===== src/rtl/cc_rarb_pkg.sv =====
// Shared types and constants for the read-data channel arbiter.
// Optional beat-count checker in the top is enabled by the CC_RARB_BEATCHK_EN macro.
package cc_rarb_pkg;

    localparam int unsigned CC_DATA_W     = 64;
    localparam int unsigned CC_BURST_LEN  = 8;
    localparam int unsigned CC_BEAT_CNT_W = $clog2(CC_BURST_LEN);

    typedef enum logic [1:0] {
        IDLE     = 2'd0,
        GNT_HIT  = 2'd1,
        GNT_MISS = 2'd2
    } cc_rarb_state_e;

    typedef enum logic {
        SRC_HIT  = 1'b0,
        SRC_MISS = 1'b1
    } cc_rarb_src_e;

    // One read-data beat as seen on the upstream channel.
    typedef struct packed {
        logic [CC_DATA_W-1:0] data;
        logic                 last;
    } cc_rbeat_t;

endpackage


===== src/rtl/cc_rarb_pick.sv =====
// Combinational burst-level pick: hit wins unless its streak hit the limit.
module cc_rarb_pick
    import cc_rarb_pkg::*;
(
    input  logic         hit_req,
    input  logic         miss_req,
    input  logic         streak_at_limit,
    output logic         pick_valid_c,
    output cc_rarb_src_e pick_src_c
);

    // Priority pick with starvation escape for the miss path.
    always_comb begin
        pick_valid_c = hit_req | miss_req;
        pick_src_c   = SRC_HIT;
        if (miss_req && (!hit_req || streak_at_limit)) begin
            pick_src_c = SRC_MISS;
        end
    end

endmodule


===== src/rtl/cc_rdata_arbiter.sv =====
// Burst-granular arbiter sharing the upstream read-data channel between the
// hit and miss serializers. Optional macro CC_RARB_BEATCHK_EN adds a sticky
// burst-length checker driving beat_err_o.
module cc_rdata_arbiter
    import cc_rarb_pkg::*;
#(
    parameter int unsigned HIT_PRIO_LIMIT = 4
) (
    input  logic                 clk,
    input  logic                 rst_n,
    input  logic [CC_DATA_W-1:0] hit_rdata_i,
    input  logic                 hit_rlast_i,
    input  logic                 hit_rvalid_i,
    output logic                 hit_rready_o,
    input  logic [CC_DATA_W-1:0] miss_rdata_i,
    input  logic                 miss_rlast_i,
    input  logic                 miss_rvalid_i,
    output logic                 miss_rready_o,
    output logic [CC_DATA_W-1:0] rdata_o,
    output logic                 rlast_o,
    output logic                 rvalid_o,
    input  logic                 rready_i,
    output logic                 rsrc_o,
    output logic                 busy_o,
    output logic                 beat_err_o
);

    localparam int unsigned STREAK_W = $clog2(HIT_PRIO_LIMIT + 1);

    cc_rarb_state_e      state_q, state_d;
    logic [STREAK_W-1:0] streak_q, streak_d;
    cc_rbeat_t           up_beat_c;
    logic                up_hs_c;
    logic                last_hs_c;
    logic                decide_c;
    logic                at_limit_c;
    logic                pick_valid_c;
    cc_rarb_src_e        pick_src_c;

    assign up_hs_c    = rvalid_o & rready_i;
    assign last_hs_c  = up_hs_c & rlast_o;
    assign decide_c   = (state_q == IDLE) | last_hs_c;
    assign at_limit_c = (streak_q == STREAK_W'(HIT_PRIO_LIMIT));

    cc_rarb_pick u_pick (
        .hit_req         (hit_rvalid_i),
        .miss_req        (miss_rvalid_i),
        .streak_at_limit (at_limit_c),
        .pick_valid_c    (pick_valid_c),
        .pick_src_c      (pick_src_c)
    );

    // Pass-through mux: the granted source drives the channel, the other is held off.
    always_comb begin
        up_beat_c     = '0;
        rvalid_o      = 1'b0;
        hit_rready_o  = 1'b0;
        miss_rready_o = 1'b0;
        case (state_q)
            GNT_HIT: begin
                up_beat_c    = '{data: hit_rdata_i, last: hit_rlast_i};
                rvalid_o     = hit_rvalid_i;
                hit_rready_o = rready_i;
            end
            GNT_MISS: begin
                up_beat_c     = '{data: miss_rdata_i, last: miss_rlast_i};
                rvalid_o      = miss_rvalid_i;
                miss_rready_o = rready_i;
            end
            default: ;
        endcase
    end

    assign rdata_o = up_beat_c.data;
    assign rlast_o = up_beat_c.last;

    // Next grant and streak, evaluated only in IDLE or on the last handshake.
    always_comb begin
        state_d  = state_q;
        streak_d = streak_q;
        if (decide_c) begin
            if (!pick_valid_c) begin
                state_d = IDLE;
            end else if (pick_src_c == SRC_MISS) begin
                state_d  = GNT_MISS;
                streak_d = '0;
            end else begin
                state_d = GNT_HIT;
                if (!miss_rvalid_i) begin
                    streak_d = '0;
                end else if (!at_limit_c) begin
                    streak_d = streak_q + STREAK_W'(1);
                end
            end
        end
    end

    // Grant state, streak and registered grant status.
    always_ff @(posedge clk or negedge rst_n) begin
        if (!rst_n) begin
            state_q  <= IDLE;
            streak_q <= '0;
            busy_o   <= 1'b0;
            rsrc_o   <= 1'b0;
        end else begin
            state_q  <= state_d;
            streak_q <= streak_d;
            busy_o   <= (state_d != IDLE);
            rsrc_o   <= (state_d == GNT_MISS);
        end
    end

`ifdef CC_RARB_BEATCHK_EN
    localparam logic [CC_BEAT_CNT_W-1:0] LAST_IDX = CC_BEAT_CNT_W'(CC_BURST_LEN - 1);

    logic [CC_BEAT_CNT_W-1:0] beat_cnt_q;
    logic                     beat_err_q;

    // Count upstream beats; flag a short burst or a missing rlast, sticky until reset.
    always_ff @(posedge clk or negedge rst_n) begin
        if (!rst_n) begin
            beat_cnt_q <= '0;
            beat_err_q <= 1'b0;
        end else if (up_hs_c) begin
            if (rlast_o) begin
                beat_cnt_q <= '0;
                if (beat_cnt_q != LAST_IDX) begin
                    beat_err_q <= 1'b1;
                end
            end else begin
                beat_cnt_q <= beat_cnt_q + CC_BEAT_CNT_W'(1);
                if (beat_cnt_q == LAST_IDX) begin
                    beat_err_q <= 1'b1;
                end
            end
        end
    end

    assign beat_err_o = beat_err_q;
`else
    assign beat_err_o = 1'b0;
`endif

endmodule


===== config.mk =====
export PLATFORM = sky130hd
export DESIGN_NAME = cc_rdata_arbiter
export DESIGN_NICKNAME = d
export VERILOG_FILES = /design/src/rtl/cc_rarb_pkg.sv /design/src/rtl/cc_rarb_pick.sv /design/src/rtl/cc_rdata_arbiter.sv
export SDC_FILE = /design/constraint.sdc
export NUM_CORES = 1
export LEC_CHECK = 0
export BUFFER_PORTS_ARGS = -buffer_cell sky130_fd_sc_hd__buf_4
export CAP_MARGIN = 10
export CORE_AREA = 5 5 77 79
export CTS_BUF_LIST = sky130_fd_sc_hd__clkbuf_16
export DETAILED_ROUTE_END_ITERATION = 10
export DIE_AREA = 0 0 82 84
export GPL_ROUTABILITY_DRIVEN = 0
export PLACE_DENSITY = 0.73
export SETUP_SLACK_MARGIN = 0.2
export SYNTH_ARGS = -nofsm -noshare
export SYNTH_HDL_FRONTEND = slang
export SYNTH_SLANG_ARGS = --single-unit

===== constraint.sdc =====
create_clock -name clk -period 3.5 [get_ports clk]
set_input_delay 0.175 -clock clk [delete_from_list [all_inputs] [get_ports clk]]
set_output_delay 0.175 -clock clk [all_outputs]
set_load 0.01 [all_outputs]

======== Word level (Yosys, flattened, before mapping) ========
Cells that the tools add are included.
storage, ports and cells
  register bits ........................... 7
  bits of input ports ..................... 135
  output and inout port bits .............. 71
  logic and storage cells ................. 31
operators by class
  $add $sub $neg .......................... 1
  equality and inequality tests ........... 5
  mux-type cells .......................... 11
  bitwise operators ....................... 4
  reductions and logical operators ........ 6
operator list
  operator                                       count
  one-hot mux 65 bit (2 select lines)            1
  two-way mux 3 bit                              3
  two-way mux 2 bit                              3
  == test 2 bit, second input constant           2
  adder 3 x 1 -> 3 bit, second input constant    1
  == test 3 bit, second input constant           1
  two-way mux 1 bit                              3
  != test 3 bit, second input constant           1
  AND reduction 3 bit                            1
  bitwise AND 1 bit                              2
  == test 2 x 1 -> 1 bit, second input constant  1
  logical NOT 2 bit                              1
  bitwise OR 1 bit                               2
  one-hot mux 1 bit (2 select lines)             1
  nonzero test 2 bit                             1
  logical AND 1 bit                              1
  logical NOT 1 bit                              1
  logical OR 1 bit                               1

======== Depth between registers and ports, before layout ========
Gate-level depths: netlist of the first run.
  word-level depth ........................ 8
  depth in mapped cells ................... 7
  gate-level depth less buffers ........... 6

======== Cells and area by module ========
From an unflattened synthesis of the first run, not the netlist that was laid out.
second synthesis, totals
  cells, all modules ...................... 211
  area total of the unflattened synthesis .. 1351.3 um^2
modules (own cells, without submodules)
  module            times used  cells each  area an instance (um^2)  sequential area each (um^2)
  cc_rdata_arbiter  1           208         1333.8                   175.2
  cc_rarb_pick      1           3           17.5                     0.0

======== Worst setup path before layout of the first run ========
No wires, ideal clock.
  kind .................................... register to register
  start ................................... reg state_q[0]
  end ..................................... reg streak_q[2]
  setup time .............................. 0.137 ns
  arrival time ............................ 1.639 ns
  required time ........................... 3.363 ns
  path slack .............................. 1.724 ns
  stages on the path, launching flop included .. 8
  path buffers ............................ 1
  clock period less this slack ............ 1.776 ns
  path through ............................ dfrtp_1 -> inv_1 -> ha_1 -> inv_2 -> o41a_1 -> buf_4 -> o31ai_2 -> o41ai_1
between the ends
  longest elaborated chain between the ends .. 6
  elaborated cells on any way between the ends .. 9
  those cells by class .................... 2 x eq/ne; 2 x mux; 3 x bitwise; 2 x reduce/logical
RTL lines
  item                                                            line                     RTL
  start: declaration                                              cc_rdata_arbiter.sv:30   cc_rarb_state_e state_q, state_d;
  start signal: assignment                                        cc_rdata_arbiter.sv:106  state_q <= state_d;
  == test 2 bit / == test 2 x 1 -> 1 bit (equally long branches)  cc_rdata_arbiter.sv:59   case (state_q)
  one-hot mux 1 bit (2 select lines)                              cc_rdata_arbiter.sv:59
  bitwise AND 1 bit                                               cc_rdata_arbiter.sv:40   assign up_hs_c = rvalid_o & rready_i;
  bitwise AND 1 bit                                               cc_rdata_arbiter.sv:41   assign last_hs_c = up_hs_c & rlast_o;
  bitwise OR 1 bit (*)                                            cc_rdata_arbiter.sv:42   assign decide_c = (state_q == IDLE) | last_hs_c;
  AND reduction 3 bit (no source line) (*)                        -
  end signal: assignment                                          cc_rdata_arbiter.sv:107  streak_q <= streak_d;
  end: declaration                                                cc_rdata_arbiter.sv:31   logic [STREAK_W-1:0] streak_q, streak_d;
Mark *: on every way between the ends. The rest lies on a longest branch, timed or not.
A chain may end at the register's enable or synchronous reset.

======== Worst setup path in the final report of the first run ========
  start ................................... reg state_q[1]
  end ..................................... reg streak_q[2]
The elaborated chain is that of the path after synthesis.

==> metrics.cfg, run 1 <==
[outcome]
status=completed

[timing]
hold_slack_ns=0.239
hold_viol_final=0
finClkSkew_ns=0.00275
setup_viol=0
setup_tns_ns=0
slew_headroom_pct=56.2
fin_crit_sh_pct=69.6
rsz0062_at_grt=no
period_needed_ns=2.44
timing.fmax_mhz=411
max_slew.worst_pin.slew_ns=0.657
report.final.slew_viol_count=0

[grt]
grt_pass1_wl_um=10800
antenna_found_initial=0
grt.total_usage_pct=19.7
grt_start_max_net_pins=67
grt_remaining_overflow=0
grt_pass1_vias=2139

[final_layout]
n_fill_cell=521
multi_input_area_um2=980
regArea_um2=175
antennaDiodeCount=0
area_growth_pct=129
nNetsFinal=531
drive_gt1_share_pct=56.2

[floorplanning]
dieArea_mm2=0.00689
die_w_um=82
start_util_pct=24.3
die_h_um=84
num_io_pins=206
std_cell_rows=27
core_region_area_mm2=0.00527

[logic_synthesis]
synth_area_leaders=a22oi_1 39%, nor2_1 20%, dfrtp_1 14%
synthesis.nets=341
synth_largest_area_cell=a22oi_1
synthSimpleGateAreaFrac_pct=24.4
yosysWarnings=0
synthArstFlopShare_pct=100
synth_compound_area_share_pct=46.7
postSynthCellCount=201
synth-seq-cells=7
synth_cell_types=24
synth_top_family_by_area=compound AO/OA/AOI/OAI gates
synth_top_area_share_pct=38.7
syn_area_per_cell_um2=6.36
yosysSeqAreaShare_pct=13.7
synth_fa_ha_area_share_pct=4.89
muxShareOfSynthArea_pct=0
ys.flop_type=dfrtp_1
synth_edf_count=0
syn_area_mm2=0.00128
synth_xor_area_share_pct=0

[setup_path]
worstPathMaxFanout=34
cp-start-kind=flip-flop
cp.arrival_ns=2.55
reg2reg_depth=5
crit_type=reg2reg
cp-end-kind=flip-flop
cp.required_ns=3.62
r2r_start=state_q[1]$_DFF_PN0_
r2r_slack_ns=1.06
crit_start=state_q[1]$_DFF_PN0_
rr_endpoint=streak_q[2]$_DFFE_PN0P_

[cts]
cts_sinks=7
clkTransAtPathRegs_ns=0.04
cts_max_level=1
cts_buffer_depth=2
ctsRootBufferMaster=clkbuf_16
cts_tree=done
cts.repair.resized=0
cts_inserted_buffers=3
clk_latency_ns=0.23

[route]
drt_wl_total_um=7450
via_count=2290
wl_per_cell_um=16.1
ant_nets=0
vias_per_cell=4.96
initialDrtViolationCount=126
first_pass_iters=4
drc_errors=0

[hold_path]
hold_path_class=in2reg
holdCritStartpoint=hit_rvalid_i
holdPathEnd=state_q[0]$_DFF_PN0_
whs_path_depth=3

[placed_design]
port_buffers=204
place_hpwl_um=5870

[power_and_ir_drop]
total_leakage_power_nw=1.51
ir_drop_mv=0.466
p_per_area_mw_per_mm2=692

[run]
cap_viol_max_count=0

state kept, by name, indices dropped and copies added (netlist names):
signal,cells
streak_q,3
rsrc_o,1
state_q,2
busy_o,1
how the worst max path moves through the flow:
stage          slack [ns]                 endpoint  cells past startpoint
2_1_floorplan        1.72  streak_q[2]$_DFFE_PN0P_                      7
6_report             1.06  streak_q[2]$_DFFE_PN0P_                      5
3_3_place_gp         1.14  streak_q[2]$_DFFE_PN0P_                      6
4_1_cts              1.06  streak_q[2]$_DFFE_PN0P_                      5
5_1_grt              0.91  streak_q[2]$_DFFE_PN0P_                      5
3_5_place_dp         1.06  streak_q[2]$_DFFE_PN0P_                      5
critical path, stage by stage, from the launching register on:
cell,delay (ns)
dfrtp_1,0.38
inv_1,0.11
ha_2,0.61
a22oi_1,0.21
o41a_1,0.59
o41ai_1,0.41
what timing repair did:
| item | CTS | global route |
|---|---|---|
| hold buffers | 1 | 0 |
| setup endpoints to repair | 0 | 0 |
| endpoints found under the hold margin | 7 | 0 |
| buffers inserted | 0 | 0 |
stage by stage:
stage               worst slack [ns]  utilization (%)  cells  power (mW)  cell area [um2]
finish                          1.06             55.5    462        2.02             2920
global route                   0.910             55.5    462        2.20             2920
CTS                             1.06             55.5    462        2.04             2920
detailed placement              1.06             53.8    457        1.83             2830
global placement                1.14             53.8    457        1.82             2830
floorplan                       1.72                -    201        1.12             1280
metal layers:
layer	share of wire [%]	GRT usage [%]	routed length (um)
met1	36	22.2	2700
met2	51	35.2	3800
met3	11	5.51	852
met4	1.3	5.14	95
met5	0	0	0
cells in the mapped netlist, types with 2 or more instances:
cell and number:
o21ai_1 4, dfrtp_1 7, a22oi_1 66, nand2_1 5, nor3_1 2, buf_4 2
ha_1 5, buf_1 3, and2_1 2, inv_1 7, nor2_1 67, clkbuf_1 18
o41ai_2 2
layout make-up:
cell class | count | share of cell area [%]
clock buffers | 3 | 2.57
clock inverters | 1 | 0.128
multi-input cells | 162 | 33.5
flip-flops and latches | 7 | 5.99
inverters | 9 | 1.20
repair buffers | 208 | 53.5
well taps | 72 | 3.08
placed cells by master (no fill, tap or decap):
master,synthesis,routed
a21bo_2,1,1
a22oi_1,66,66
a31oi_1,1,1
and2_1,2,2
buf_4,2,207
clkbuf_16,0,3
clkinv_2,1,1
conb_1,1,1
dfrtp_1,7,7
dlygate4sd3_1,0,1
ha_1,5,3
ha_2,0,2
inv_1,7,8
inv_2,1,1
nand2_1,5,5
nand2b_1,1,1
nor2_1,67,67
nor3_1,2,2
o21ai_1,4,4
o31ai_2,1,1
o41a_1,1,1
o41ai_1,1,1
o41ai_2,2,2
or2_1,1,1
or2_2,1,1
logic make-up after synthesis:
kind of cell	Yosys count
simple gates	79
flops	7
fa+ha+maj	5
compound gates	77
buf+inv	32
other cells	1
report_power, final:
part | switching (mW) | internal, mW
Sequential | 0.0242 | 0.113
Clock | 0.0456 | 0.149
Combinational | 0.959 | 0.733
Power figures use the tool's default switching activity.
==> run 2, diff against run 1 <==
--- a/config.mk
+++ b/config.mk
@@ -5,14 +5,15 @@
 export SDC_FILE = /design/constraint.sdc
 export NUM_CORES = 1
 export LEC_CHECK = 0
+export ABC_AREA = 1
 export BUFFER_PORTS_ARGS = -buffer_cell sky130_fd_sc_hd__buf_4
 export CAP_MARGIN = 10
-export CORE_AREA = 5 5 77 79
+export CORE_MARGIN = 5
+export CORE_UTILIZATION = 27
 export CTS_BUF_LIST = sky130_fd_sc_hd__clkbuf_16
 export DETAILED_ROUTE_END_ITERATION = 10
-export DIE_AREA = 0 0 82 84
 export GPL_ROUTABILITY_DRIVEN = 0
-export PLACE_DENSITY = 0.73
+export PLACE_DENSITY = 0.78
 export SETUP_SLACK_MARGIN = 0.2
 export SYNTH_ARGS = -nofsm -noshare
 export SYNTH_HDL_FRONTEND = slang
==> constraint.sdc (replaced) <==
create_clock -name clk -period 2.15 [get_ports clk]
set_input_delay 0.1075 -clock clk [delete_from_list [all_inputs] [get_ports clk]]
set_output_delay 0.1075 -clock clk [all_outputs]
set_load 0.01 [all_outputs]
==> run 2 against run 1 <==
  * Wire length is 5.9% lower
  * Largest cell class unchanged
  * Die area fell by 3.2%
  * Synthesized area is 8.4% higher
  * Final cell count is 18% higher
  * Worst hold slack got worse by 0.019 ns
  * Count of clock-buffer cells in the layout unchanged
  * Critical path type is now reg2out
  * Utilization is 5.9 points higher
  * Global-route usage is 1.1 points lower
  * Synthesized cell count rose by 41%
  * Cell area is 5.8% higher
  * Non-clock buffer count increased by 3
  * Sequential share of layout area down 0.33 points
==> metrics.cfg, run 2 <==
[final_layout]
design_area_mm2=0.00309  ; +5.8%
drive_gt1_share_pct=46.0  ; -10 points
area_growth_pct=123
final_common_cell=buf_4
regArea_um2=175  ; unchanged
largest-register=streak_q
nNetsFinal=617  ; +16%
mostFrequentLayoutCells=205 x buf_4, 150 x nand2_1, 67 x a21oi_1
reg.largest.list=streak_q (3), state_q (2)
antennaDiodeCount=0  ; unchanged
largest_register_ffs=3  ; unchanged
utilization_pct=61.3  ; +5.9 points
instances_no_fill=546  ; +18%
multi_input_area_mm2=0.00108  ; +10%
n_fill_cell=483  ; -7.3%

[logic_synthesis]
yosysWarnings=0  ; unchanged
synthArstFlopShare_pct=100  ; unchanged
synth_cell_types=16  ; -33%
yosysSeqAreaShare_pct=12.6  ; -1.1 points
synth-seq-cells=7  ; unchanged
synth_edf_count=0  ; unchanged
ys.flop_type=dfrtp_1
syn_area_mm2=0.00139  ; +8.4%
synth_top_area_share_pct=40.6  ; +1.9 points
postSynthCellCount=283  ; +41%
syn_area_per_cell_um2=4.90  ; -23%
synth_area_leaders=nand2_1 41%, a21oi_1 24%, dfrtp_1 13%
synth.most_common_cell=nand2_1
synth_largest_area_cell=nand2_1
ys_top_cells_by_count=150 x nand2_1, 67 x a21oi_1, 15 x inv_1, 13 x buf_2, 7 x dfrtp_1
synthesis.nets=423  ; +24%

[power_and_ir_drop]
comb_power_share_pct=85.3  ; +1.7 points
internal_power_mw=1.84  ; +85%
ir_drop_mv=1.01  ; +120%
power_frac_clock_pct=8.4  ; -1.2 points
total_leakage_power_nw=1.63  ; +8.2%
switchingPower_mw=1.88  ; +83%
switching_share_pct=50.5  ; -0.35 points
seqPwrFrac_pct=6.3  ; -0.5 points
p_per_area_mw_per_mm2=1210  ; +74%

[setup_path]
worstPathMaxFanout=27  ; -21%
crit_path_top_delay_cell=dfrtp_1
worstPathCellList=inv_1 > ha_1 > inv_4 > buf_6 > a21oi_1 > buf_4
cp.arrival_ns=1.77  ; -0.78 ns
reg2reg_depth=9  ; +4
slowest_delay_ns=0.41  ; -0.20 ns
crit_start=state_q[0]$_DFF_PN0_
cp-end-kind=output pin
crit_family=buffers and inverters
cp.required_ns=2.04  ; -1.58 ns
crit_type=reg2out
cp-start-kind=flip-flop
cp.depth=6  ; +1
r2r_start=state_q[0]$_DFF_PN0_
crit_buf_inv=4  ; +3

[timing]
setup_viol=0  ; unchanged
setup_ws_ns=0.276  ; -0.789 ns
fin_crit_sh_pct=87.1
hold_viol_final=0  ; unchanged
timing.fmax_mhz=534
rsz0062_at_grt=no
report.final.slew_viol_count=0  ; unchanged
period_needed_ns=1.87
setup_tns_ns=0  ; unchanged
finClkSkew_ns=0.000929  ; -0.00182 ns

[floorplanning]
std_cell_rows=26  ; -3.7%
start_util_pct=27.5  ; +3.2 points
dieArea_mm2=0.00667  ; -3.2%
die_w_um=81.7  ; -0.42%
num_io_pins=206  ; unchanged
die_h_um=81.7  ; -2.8%
core_region_area_mm2=0.00504  ; -4.3%

[placed_design]
place_hpwl_um=5690  ; -3.0%
placed_area_mm2=0.00295  ; +4.2%
port_buffers=204  ; unchanged
place_inst=541  ; +18%
preCtsSetupSlack_ns=0.368  ; -0.696 ns

[grt]
grt_pass1_vias=2210  ; +3.3%
grt_start_max_net_pins=38  ; -43%
grt.total_usage_pct=18.5  ; -1.1 points
grt_remaining_overflow=0  ; unchanged
grt_pass1_wl_um=10100  ; -6.8%
antenna_found_initial=0  ; unchanged

[route]
vias_per_cell=4.55  ; -8.2%
first_pass_iters=4  ; unchanged
drt_wl_total_um=7010  ; -5.9%
via_count=2484  ; +8.5%
initialDrtViolationCount=76  ; -40%
wl_per_cell_um=12.8  ; -20%
ant_nets=0  ; unchanged
drc_errors=0  ; unchanged

[cts]
cts_sinks=7  ; unchanged
cts_inserted_buffers=3  ; unchanged
cts_tree=done
ctsRootBufferMaster=clkbuf_16
cts_max_level=1  ; unchanged
clkTransAtPathRegs_ns=0.04  ; about the same
cts_buffer_depth=2  ; unchanged
clk_latency_ns=0.23  ; about the same

[run]
cap_viol_max_count=0  ; unchanged

[outcome]
status=completed

[hold_path]
hold_path_class=in2async

[run 2: changes by cell type after synthesis, sizes merged, moves of 3 or more]
cell,delta
nor2,-61
o41ai,-3
a22oi,-66
nand3,+6
o21ai,-4
nand2,+147
clkbuf,-16
buf,+15
inv,+7
a21oi,+68
[run 2: cells by family after synthesis]
group | count (synthesis) | share of synthesized area (%)
AOI/OAI and AO/OA | 68 | 24.8
xor gates and xnor gates | 1 | 0.632
adders and majority gates | 5 | 4.51
buffers and inverters | 37 | 11.5
DFF | 7 | 12.6
other | 1 | 0.270
and+or+nand+nor | 164 | 45.7
[run 2: area by class of cell]
type | instances | share of cell area (%)
inverters | 15 | 1.90
repair buffers | 211 | 52.2
clock inverters | 1 | 0.121
well taps | 70 | 2.83
multi-input cells | 239 | 34.8
clock buffers | 3 | 2.43
flip-flops and latches | 7 | 5.67
[run 2: power groups by stage]
| stage | clock network (mW) | logic, mW | registers, mW |
|---|---|---|---|
| 2_1_floorplan | 0 | 1.69 | 0.225 |
| 3_3_place_gp | 0 | 3.05 | 0.226 |
| 3_5_place_dp | 0 | 3.07 | 0.228 |
| 4_1_cts | 0.316 | 3.10 | 0.228 |
| 5_1_grt | 0.327 | 3.50 | 0.240 |
| 6_report | 0.313 | 3.18 | 0.235 |
[run 2: worst paths after layout]
kind | end | slack (ns)
hold reg to reg | streak_q[1]$_DFFE_PN0P_ | 0.51
setup / recovery | rdata_o[51] | 0.28
max in group asynchronous | streak_q[1]$_DFFE_PN0P_ | 1.81
hold / removal | rsrc_o$_DFF_PN0_ | 0.22
setup reg to reg | busy_o$_DFF_PN0_ | 0.43
min in group clk | streak_q[1]$_DFFE_PN0P_ | 0.29
[run 2: repair_timing]
item                                    in CTS  in global routing
endpoints found under the setup margin      37                 53
gates cloned                                 0                  0
buffers inserted                             0                  0
resized for setup                            2                  8
hold buffers                                 1                  0
endpoints found under the hold margin        7                  0
[run 2: routing by layer]
layer / wire length (um) / vias to the layer above / GRT usage, % / part of all wire (%)
met2: 3560 / 118 / 34.7 / 51
li1: - / 1271 / - / -
met3: 826 / 2 / 5.70 / 12
met1: 2600 / 1093 / 21.3 / 37
met4: 19 / 0 / 1.66 / 0.27
met5: 0 / - / 0 / 0
[run 2: stage by stage]
step / hold WS [ns] / total power [mW]
2_1_floorplan: -0.188 / 1.92
3_3_place_gp: -0.0753 / 3.27
3_5_place_dp: -0.0738 / 3.30
4_1_cts: 0.229 / 3.64
5_1_grt: 0.237 / 4.07
6_report: 0.220 / 3.73
